### config.mk
export PLATFORM = sky130hd
export DESIGN_NAME = mimo_rx_combiner
export DESIGN_NICKNAME = d
export VERILOG_FILES = /design/src/rtl/mimo_rx_combiner.sv
export SDC_FILE = /design/constraint.sdc
export NUM_CORES = 1
export LEC_CHECK = 0
export CAP_MARGIN = 20
export CORE_ASPECT_RATIO = 1.4
export CORE_MARGIN = 1.5
export CORE_UTILIZATION = 30
export CTS_BUF_LIST = sky130_fd_sc_hd__clkbuf_4
export DETAILED_ROUTE_END_ITERATION = 10
export HOLD_SLACK_MARGIN = 0.06
export PLACE_DENSITY = 0.49
export SYNTH_ARGS = -nofsm -noshare
export SYNTH_HDL_FRONTEND = slang
export SYNTH_SLANG_ARGS = --single-unit
### constraint.sdc
create_clock -name CLK -period 7.86 [get_ports CLK]
set_input_delay 0.786 -clock CLK [delete_from_list [all_inputs] [get_ports CLK]]
set_output_delay 0.786 -clock CLK [all_outputs]
set_load 0.05 [all_outputs]
### src/rtl/mimo_rx_combiner.sv
`default_nettype none
// ---------------------------------------------------------------------------
// mimo_rx_combiner : N-channel 1-bit ADC beam combiner, double-buffered weights
// Rev 1.0 - initial release
// ---------------------------------------------------------------------------
module mimo_rx_combiner #(
  parameter  int N_CH   = 4,
  parameter  int COEF_W = 6,
  parameter  int OUT_W  = 8,
  localparam int CH_W   = (N_CH > 1) ? $clog2(N_CH) : 1
) (
  input  logic                     CLK,
  input  logic                     RST,
  input  logic                     IN_VALID,
  input  logic [N_CH-1:0]          ADC_IN,
  input  logic [N_CH-1:0]          CH_MASK,
  input  logic                     MODE,
  input  logic [CH_W-1:0]          MON_CH,
  input  logic                     COEF_VALID,
  output logic                     COEF_READY,
  input  logic [CH_W-1:0]          COEF_CH,
  input  logic signed [COEF_W-1:0] COEF_COS,
  input  logic signed [COEF_W-1:0] COEF_SIN,
  input  logic                     COEF_COMMIT,
  output logic signed [OUT_W-1:0]  I_TOTAL,
  output logic signed [OUT_W-1:0]  Q_TOTAL,
  output logic                     OUT_VALID,
  output logic                     OVF
);

  localparam int TERM_W = COEF_W + 1;
  localparam int SUM_W  = COEF_W + 1 + CH_W;
  localparam int C_MAXI = (2 ** (OUT_W - 1)) - 1;
  localparam int C_MINI = -(2 ** (OUT_W - 1));
  localparam logic signed [COEF_W-1:0] C_COS_ONE = {1'b0, {(COEF_W-1){1'b1}}};

  logic signed [COEF_W-1:0] r_sh_cos  [N_CH];
  logic signed [COEF_W-1:0] r_sh_sin  [N_CH];
  logic signed [COEF_W-1:0] r_act_cos [N_CH];
  logic signed [COEF_W-1:0] r_act_sin [N_CH];
  logic signed [COEF_W-1:0] w_nxt_cos [N_CH];
  logic signed [COEF_W-1:0] w_nxt_sin [N_CH];
  logic                     r_coef_ready;
  logic                     w_wr_ok;

  logic [N_CH-1:0]          w_en;
  logic signed [TERM_W-1:0] w_ti [N_CH];
  logic signed [TERM_W-1:0] w_tq [N_CH];
  logic signed [TERM_W-1:0] r_s1_i [N_CH];
  logic signed [TERM_W-1:0] r_s1_q [N_CH];
  logic                     r_s1_v;

  logic signed [SUM_W-1:0]  w_sum_i, w_sum_q;
  logic signed [SUM_W-1:0]  r_s2_i, r_s2_q;
  logic                     r_s2_v;

  logic signed [OUT_W-1:0]  w_sat_i, w_sat_q;
  logic                     w_ovf;
  logic signed [OUT_W-1:0]  r_i, r_q;
  logic                     r_v, r_ovf;

  // Shadow bank after this edge's write; commit copies it so a same-edge write lands.
  always_comb begin
    w_wr_ok = COEF_VALID && r_coef_ready && (int'(COEF_CH) < N_CH);
    for (int k = 0; k < N_CH; k++) begin
      w_nxt_cos[k] = r_sh_cos[k];
      w_nxt_sin[k] = r_sh_sin[k];
      if (w_wr_ok && int'(COEF_CH) == k) begin
        w_nxt_cos[k] = COEF_COS;
        w_nxt_sin[k] = COEF_SIN;
      end
    end
  end

  always_ff @(posedge CLK or posedge RST) begin
    if (RST) begin
      r_coef_ready <= 1'b0;
      for (int k = 0; k < N_CH; k++) begin
        r_sh_cos[k]  <= C_COS_ONE;
        r_sh_sin[k]  <= '0;
        r_act_cos[k] <= C_COS_ONE;
        r_act_sin[k] <= '0;
      end
    end else begin
      r_coef_ready <= !COEF_COMMIT;
      for (int k = 0; k < N_CH; k++) begin
        r_sh_cos[k] <= w_nxt_cos[k];
        r_sh_sin[k] <= w_nxt_sin[k];
        if (COEF_COMMIT) begin
          r_act_cos[k] <= w_nxt_cos[k];
          r_act_sin[k] <= w_nxt_sin[k];
        end
      end
    end
  end

  // Widen before negating so the most negative weight flips exactly.
  always_comb begin
    w_en = '0;
    for (int k = 0; k < N_CH; k++) begin
      w_en[k] = MODE ? (int'(MON_CH) == k) : CH_MASK[k];
      w_ti[k] = '0;
      w_tq[k] = '0;
      if (w_en[k]) begin
        w_ti[k] = ADC_IN[k] ? TERM_W'(r_act_cos[k]) : -TERM_W'(r_act_cos[k]);
        w_tq[k] = ADC_IN[k] ? TERM_W'(r_act_sin[k]) : -TERM_W'(r_act_sin[k]);
      end
    end
  end

  always_comb begin
    w_sum_i = '0;
    w_sum_q = '0;
    for (int k = 0; k < N_CH; k++) begin
      w_sum_i = w_sum_i + SUM_W'(r_s1_i[k]);
      w_sum_q = w_sum_q + SUM_W'(r_s1_q[k]);
    end
  end

  always_comb begin
    w_sat_i = (int'(r_s2_i) > C_MAXI) ? OUT_W'(C_MAXI) :
              (int'(r_s2_i) < C_MINI) ? OUT_W'(C_MINI) : OUT_W'(r_s2_i);
    w_sat_q = (int'(r_s2_q) > C_MAXI) ? OUT_W'(C_MAXI) :
              (int'(r_s2_q) < C_MINI) ? OUT_W'(C_MINI) : OUT_W'(r_s2_q);
    w_ovf   = (int'(r_s2_i) > C_MAXI) || (int'(r_s2_i) < C_MINI) ||
              (int'(r_s2_q) > C_MAXI) || (int'(r_s2_q) < C_MINI);
  end

  always_ff @(posedge CLK or posedge RST) begin
    if (RST) begin
      r_s1_v <= 1'b0;
      r_s2_v <= 1'b0;
      r_v    <= 1'b0;
      r_s2_i <= '0;
      r_s2_q <= '0;
      r_i    <= '0;
      r_q    <= '0;
      r_ovf  <= 1'b0;
      for (int k = 0; k < N_CH; k++) begin
        r_s1_i[k] <= '0;
        r_s1_q[k] <= '0;
      end
    end else begin
      r_s1_v <= IN_VALID;
      if (IN_VALID) begin
        for (int k = 0; k < N_CH; k++) begin
          r_s1_i[k] <= w_ti[k];
          r_s1_q[k] <= w_tq[k];
        end
      end
      r_s2_v <= r_s1_v;
      if (r_s1_v) begin
        r_s2_i <= w_sum_i;
        r_s2_q <= w_sum_q;
      end
      r_v <= r_s2_v;
      if (r_s2_v) begin
        r_i   <= w_sat_i;
        r_q   <= w_sat_q;
        r_ovf <= w_ovf;
      end
    end
  end

  assign COEF_READY = r_coef_ready;
  assign I_TOTAL    = r_i;
  assign Q_TOTAL    = r_q;
  assign OUT_VALID  = r_v;
  assign OVF        = r_ovf;

endmodule
`default_nettype wire

* After elaboration in Yosys (flattened, before gate mapping)
Cells that the tools add are included.
Storage, ports and cells: bits in registers 191, input bits 30, output and inout bits 19, logic and storage cells 100
Cells by class: add/subtract/negate cells 14, magnitude comparators 4, equal/unequal tests 6, mux-type cells 32, reductions and logical operators 11
Operators with widths (number):
- 2-to-1 mux 7 bit | 16
- negator 6 -> 7 bit | 8
- 2-to-1 mux 6 bit | 8
- 2-to-1 mux 8 bit | 4
- adder 8 x 7 -> 9 bit | 2
- adder 9 x 7 -> 9 bit | 2
- greater-than comparator 9 x 8 -> 1 bit (second input constant) | 2
- < comparator 9 x 8 -> 1 bit (second input constant) | 2
- adder 7 x 7 -> 8 bit | 2
- == test 2 bit (second input constant) | 4
- logical AND 1 bit | 5
- == test 2 x 1 -> 1 bit (second input constant) | 2
- logical NOT 2 bit | 2
- 2-to-1 mux 1 bit | 4
- logical OR 1 bit | 3
- logical NOT 1 bit | 1

* Logic depth before layout (Yosys ltp)
Gate-level depths: netlist (run 1).
depth after elaboration 4, gate-level depth with buffers 12, depth with buffers taken out 12

* Least setup slack after synthesis (run 1)
No wires, ideal clock.
path kind flip-flop to flip-flop, start register r_s1_q[1] (netlist name), end register r_s2_q[7], setup time 116 ps, arrival time 2615 ps, data required time 7744 ps, slack 5130 ps, stages on the path, launching flop included 12, buffers on the path 0, clock period less this slack 2730 ps, cell sequence dfrtp_1 -> inv_1 -> fa_1 -> inv_1 -> fa_1 -> ha_1 -> inv_1 -> fa_1 -> nor2b_1 -> o31a_1 -> o21ai_0 -> o311ai_0
On the way: longest elaborated chain between the ends 1
Ends and longest elaborated chain:
- from (decl) | line 50 | logic signed [TERM_W-1:0] r_s1_q [N_CH];
- from (signal, indexed assignment) | line 148 | r_s1_q[k] <= w_tq[k];
- adder 9 x 7 -> 9 bit | line 116 | w_sum_q = w_sum_q + SUM_W'(r_s1_q[k]);
- to (signal assigned) | line 154 | r_s2_q <= w_sum_q;
- to (decl) | line 54 | logic signed [SUM_W-1:0] r_s2_i, r_s2_q;
No other way between the ends. A chain may end at the register's enable or synchronous reset.

* Final worst setup path (run 1)
Ends and elaborated chain as after synthesis.

==> results.txt, run 1 <==
Grt total ovfl - 0
Final-report hold violation count - 0
Cts hold-fix bufs - 0
NumNets Final - 987
Fin. max-slew vios - 0
Crit-path cells - inv_1 -> fa_1 -> inv_1 -> fa_1 -> ha_1 -> inv_1 -> fa_1 -> nor2b_1 -> o31a_1 -> o21ai_0 -> o311ai_0
Clk buf depth - 2
Fmax - 340 MHz
Clk sink count - 191
Placeable Area - 0.0307 mm2
Max incr delay on CP - 0.53 ns
Later-pin clock latency in the skew report - 0.61 ns
Vias - 5,883
Critical Path End Type - register
First-pass DRT Iterations - 4
VDD IR-drop max - 0.0000863 V
Most frequent cells after synthesis - dfrtp_1, nor2_1, inv_1
P_leak - 4.52 nW
# DRC - 0
PnR worst setup slack - 4.92 ns
Area post-placement - 0.0102 mm2
Worst path slowest cell - fa_1
Chip height - 212 um
Tightest Pin Transition - 0.958 ns
Syn Inst Count - 868
Die X - 152 um
Clk root buf - clkbuf_4
Vias in the first global route - 5,959
Clk slew on worst S/H paths - 0.15 ns
Synth cell types - 37
Final non-filler cell total - 1,307
Worst Path Arrival - 3.45 ns
Post-CTS setup buffers - 0
First-pass GRT wire length - 32,500 um
Final Cell Area - 0.0105 mm2
Port buffer count - 48
Pre-CTS setup slack - 4.80 ns
Synthesized Nets - 952
Ports - 49
Post-synth top area share - 40.4%
Synthesized flop and latch total - 191
Layout cells sized above 1 - 16.4%
Mean Syn Cell Area - 10.8 um2
Crit share post-route - 37.4%
Cell total after placement - 1,274
Top cells by area, synth - dfrtp_1, dfstp_2, mux2_2, fa_1, nor2_1
Max-cap violation count - 0
Power Total - 3.00 mW
Area Growth Syn to Fin - 12.1%
Post-Syn Area - 0.00936 mm2
Status - finished clean
Initial antenna violation count - 1
Final Wtd Congestion - 0.753
Most frequent cell after synthesis - dfrtp_1
Post-DP HPWL - 14,600 um
Min cycle time layout - 2.94 ns
Setup TNS - 0 ns
Post-layout util - 34.2%
Die area - 0.0323 mm2
GRT Total Usage - 13.0%
P per Cell Area - 286 mW/mm2
Worst Skew - 0.0254 ns
# H-tree levels - 4
Initial core utilization - 30.5%
Dominant synthesized flop cell - dfrtp_1
RSZ-0062 raised after global routing - false
WL/cell - 15.3 um
Row cnt - 76
Ys Warns - 0
Largest net degree at the start of global routing - 134
Post_cts resized - 0
Critical Path Fanout Max - 2
Final setup vio count - 0
Fin Hold WS - 0.508 ns
Sequential fraction of the synthesis area - 51.6%
Post-synth top area cell - dfrtp_1
Min-Delay Path Class - reg2reg
Total CTS buffers - 17
Crit path kind - reg2reg
Critical path data required time - 8.37 ns
Crit start category - register
Vias per inst - 4.50
DR iter-0 viols - 332
Final ANT Viol Nets - 0
Relative slew slack - 36.1%
CTS tree - done
Final wirelength - 20,000 um
FFs w/ async S/R, synth - 100%
Post-synth EDFFs - 0
where the power goes:
group	switching, mW	internal [mW]	leakage, nW
sequential	0.156	1.24	2.31
clock	0.333	0.218	0.158
combinational	0.585	0.474	2.05
total	1.07	1.93	4.52
sequential cells by signal (all words and copies together), names as in the netlist:
register    count
r_s2_v          1
r_s2_i          9
I_TOTAL         8
r_s2_q          9
r_act_cos      24
r_act_sin      24
r_sh_sin       24
r_s1_q         28
r_s1_i         28
COEF_READY      1
OUT_VALID       1
OVF             1
r_sh_cos       24
r_s1_v          1
Q_TOTAL         8
layout by cell type, fill, tap and decap left out, types with 5 or more instances in the layout:
cell	n
a21oi_1	43
a311oi_1	8
clkbuf_4	18
clkdlybuf4s50_1	46
clkinv_1	5
clkinv_2	6
dfrtp_1	151
dfstp_2	40
fa_1	30
ha_1	24
inv_1	109
maj3_1	7
mux2_2	73
mux2i_1	8
nand2_1	40
nand3_1	5
nor2_1	121
nor3_1	8
o21ai_0	30
o22ai_1	56
xnor2_1	42
path summary, 6_finish.rpt:
kind	startpoint	end	slack (ns)	cells after the start
setup / recovery	r_s1_q[1]	r_s2_q[7]	4.92	11
hold / removal	r_s2_q[5]	r_s2_q[5]	0.51	1
setup reg to reg	r_s1_q[1]	r_s2_q[7]	4.92	11
hold reg to reg	r_s2_q[5]	r_s2_q[5]	0.51	1
max in group asynchronous	RST	r_s2_q[0]	5.71	3
min in group asynchronous	RST	r_s1_i[16]	0.76	2
per-layer routing:
metal	GRT usage (%)	part of all wire (%)	vias up
li1	-	-	2959
met1	15.9	45	2852
met2	22.5	51	59
met3	2.65	2.5	13
met4	4.69	1.6	0
met5	0	0	-
cells by family after synthesis:
family / synth area share (%)
DFF: 51.6
and+or+nand+nor: 8.31
AOI/OAI and AO/OA: 9.66
buffers and inverters: 6.09
muxes: 9.87
adders and majority gates: 10.4
xor gates and xnor gates: 4.12
area by class of cell:
type                       instances  area [um2]
antenna                            1        2.50
clock buffer                      18         135
clock inverter                    14         148
fill                            3147       20200
inverter                         112         428
multi-input combinational        529        3960
sequential                       191        4830
tap                              390         488
timing repair buffer              52         504
worst max-delay path, delay by kind of cell, from the launching register on:
family / cells / cell delay [ns]
fa+ha+maj: 4 / 1.60
compound gates: 3 / 0.56
flops: 1 / 0.35
buf+inv: 3 / 0.17
simple gates: 1 / 0.16
Power figures use the tool's default switching activity.
==> inputs of run 2 (changes only) <==
--- a/config.mk
+++ b/config.mk
@@ -12,7 +12,7 @@
 export CTS_BUF_LIST = sky130_fd_sc_hd__clkbuf_4
 export DETAILED_ROUTE_END_ITERATION = 10
 export HOLD_SLACK_MARGIN = 0.06
-export PLACE_DENSITY = 0.49
+export PLACE_DENSITY = 0.5
 export SYNTH_ARGS = -nofsm -noshare
 export SYNTH_HDL_FRONTEND = slang
 export SYNTH_SLANG_ARGS = --single-unit
==> constraint.sdc (replaced) <==
create_clock -name CLK -period 2.5 [get_ports CLK]
set_input_delay 0.25 -clock CLK [delete_from_list [all_inputs] [get_ports CLK]]
set_output_delay 0.25 -clock CLK [all_outputs]
set_load 0.05 [all_outputs]
==> results.txt, run 2 (same netlist as run 1, synthesis figures left out) <==
Clk root buf - clkbuf_4
VDD IR-drop max - 0.000246 V
Vias in the first global route - 6,532
Row cnt - 76
Worst path slowest cell - fa_1
P_leak - 4.88 nW
Commonest cells after routing, fill and taps aside - dfrtp_1, nor2_1, inv_1
Largest net degree at the start of global routing - 73
Critical Path End Type - register
Delay-heaviest family, CP - adder cells
First-pass DRT Iterations - 4
Status - complete, but fails checks
Top Registers - r_s1_i: 28 flops, r_s1_q: 28 flops
Later-pin clock latency in the skew report - 0.63 ns
NumNets Final - 1,058
Area Growth Syn to Fin - 21.3%
Port buffer count - 48
First-pass GRT wire length - 34,600 um
Grt total ovfl - 0
Hold Path Stages - 4
WL/cell - 15.0 um
Crit-path cells - inv_2 -> fa_1 -> inv_2 -> fa_1 -> ha_2 -> inv_2 -> fa_2 -> nor2b_2 -> o31a_1 -> buf_4 -> a211oi_1 -> a21o_1
Crit path buf inv count - 4
R2R Setup Slk - -0.32 ns
Min cycle time layout - 2.82 ns
Fin. max-slew vios - 0
R2R Path End - r_s2_i[5]
Chip height - 212 um
Clk slew on worst S/H paths - 0.16 ns
Die X - 152 um
CTS tree - done
Crit share post-route - 113%
Max-cap violation count - 0
Vias - 6,275
Pre-CTS setup slack - -0.298 ns
Ports - 49
Initial antenna violation count - 2
Fmax - 355 MHz
Die area - 0.0323 mm2
Fin Hold WS - 0.141 ns
PnR worst setup slack - -0.319 ns
CP Launch Point - r_s1_i[1]
Final setup vio count - 12
DR iter-0 viols - 205
Initial core utilization - 30.5%
Final-report hold violation count - 0
Post-DP HPWL - 15,100 um
Clk sink count - 191
Worst Skew - 0.0218 ns
Min-Delay Path Class - in2reg
Critical path data required time - 3.04 ns
RSZ-0062 raised after global routing - true
Hold Path End - r_s1_q[24]
Origin of the critical flop-to-flop path - r_s1_i[1]
Placeable Area - 0.0307 mm2
Worst Path Arrival - 3.36 ns
Tightest Pin Transition - 0.757 ns
Max incr delay on CP - 0.54 ns
Final wirelength - 20,700 um
Worst R2R Path Depth - 12
Total CTS buffers - 17
Commonest non-fill, non-tap cell in the layout - dfrtp_1
# DRC - 0
Final Wtd Congestion - 0.761
Vias per inst - 4.55
Critical Path Fanout Max - 2
P per Cell Area - 906 mW/mm2
Final ANT Viol Nets - 0
Relative slew slack - 49.5%
Clk buf depth - 2
Layout cells sized above 1 - 27.7%
Critical Path Most Common Cell - inv_2
Failing checks - setup timing
Min-delay src - IN_VALID
GRT Total Usage - 13.7%
Crit start category - register
# H-tree levels - 4
Crit path kind - reg2reg
[run 2: changes by cell type in the layout (fill, tap and decap cells not counted), moves of 5 or more]
cell and delta:
buf_12 +5, ha_1 -11, ha_4 +9, inv_2 +21, inv_1 -21, buf_4 +61
[run 2: cell type report]
class,instances,area (um2)
repair buffers,123,1120
multi-input cells,529,4200
clock buffers,21,158
clock inverters,11,138
inverters,112,424
fillers,3068,19400
flip-flops and latches,191,4830
diodes,1,2.50
well taps,390,488
[run 2: how the worst max path moves through the flow]
stage	cells after the start	endpoint	slack, ns
finish	12	r_s2_i[5]	-0.32
global route	11	r_s2_q[7]	-0.43
floorplan	1	COEF_READY	-0.18
detailed placement	11	r_s2_i[7]	-0.30
CTS	12	r_s2_q[7]	-0.28
global placement	12	r_s2_i[7]	-0.26
[run 2: worst register-to-register path: cells and delay by family, from the launching register on]
kind	cells	cell delay, ns
flops	1	0.37
simple gates	1	0.15
buf+inv	4	0.26
fa+ha+maj	4	1.59
compound gates	3	0.40
[run 2: stage by stage]
step | instance area [um2] | total power, mW | util, % | TNS, ns | std cells
after floorplan | 9440 | 7.01 | - | -27.58 | 868
after global placement | 10700 | 8.19 | 35.0 | -1.62 | 1328
after detailed placement | 10700 | 8.25 | 35.0 | -2.00 | 1328
after CTS | 11200 | 10.3 | 36.4 | -2.00 | 1368
after global routing | 11400 | 11.1 | 37.0 | -3.46 | 1378
final | 11400 | 10.3 | 37.0 | -2.37 | 1378
[run 2: metal layers]
layer / track usage (%) / up-vias / wire (um) / part of all wire, %
met5: 0 / - / 13 / 0.063
met4: 4.52 / 2 / 359 / 1.7
met3: 2.83 / 19 / 481 / 2.3
met2: 24.8 / 63 / 11000 / 53
met1: 16.1 / 3082 / 8850 / 43
li1: - / 3109 / - / -
[run 2: repair_timing]
item | in CTS | in global routing
hold buffers | 1 | 0
setup buffers | 8 | 9
resized for setup | 28 | 27
hold endpoints to repair | 13 | 0
cloned | 0 | 0
endpoints found under the setup margin | 12 | 12
pin swaps | 23 | 29
[run 2: power by group]
part           internal (mW)  switching (mW)  leakage (nW)  total, mW
Combinational           2.01            2.10          2.39       4.11
Clock                  0.737            1.06         0.173       1.80
Sequential              3.88           0.490          2.31       4.37
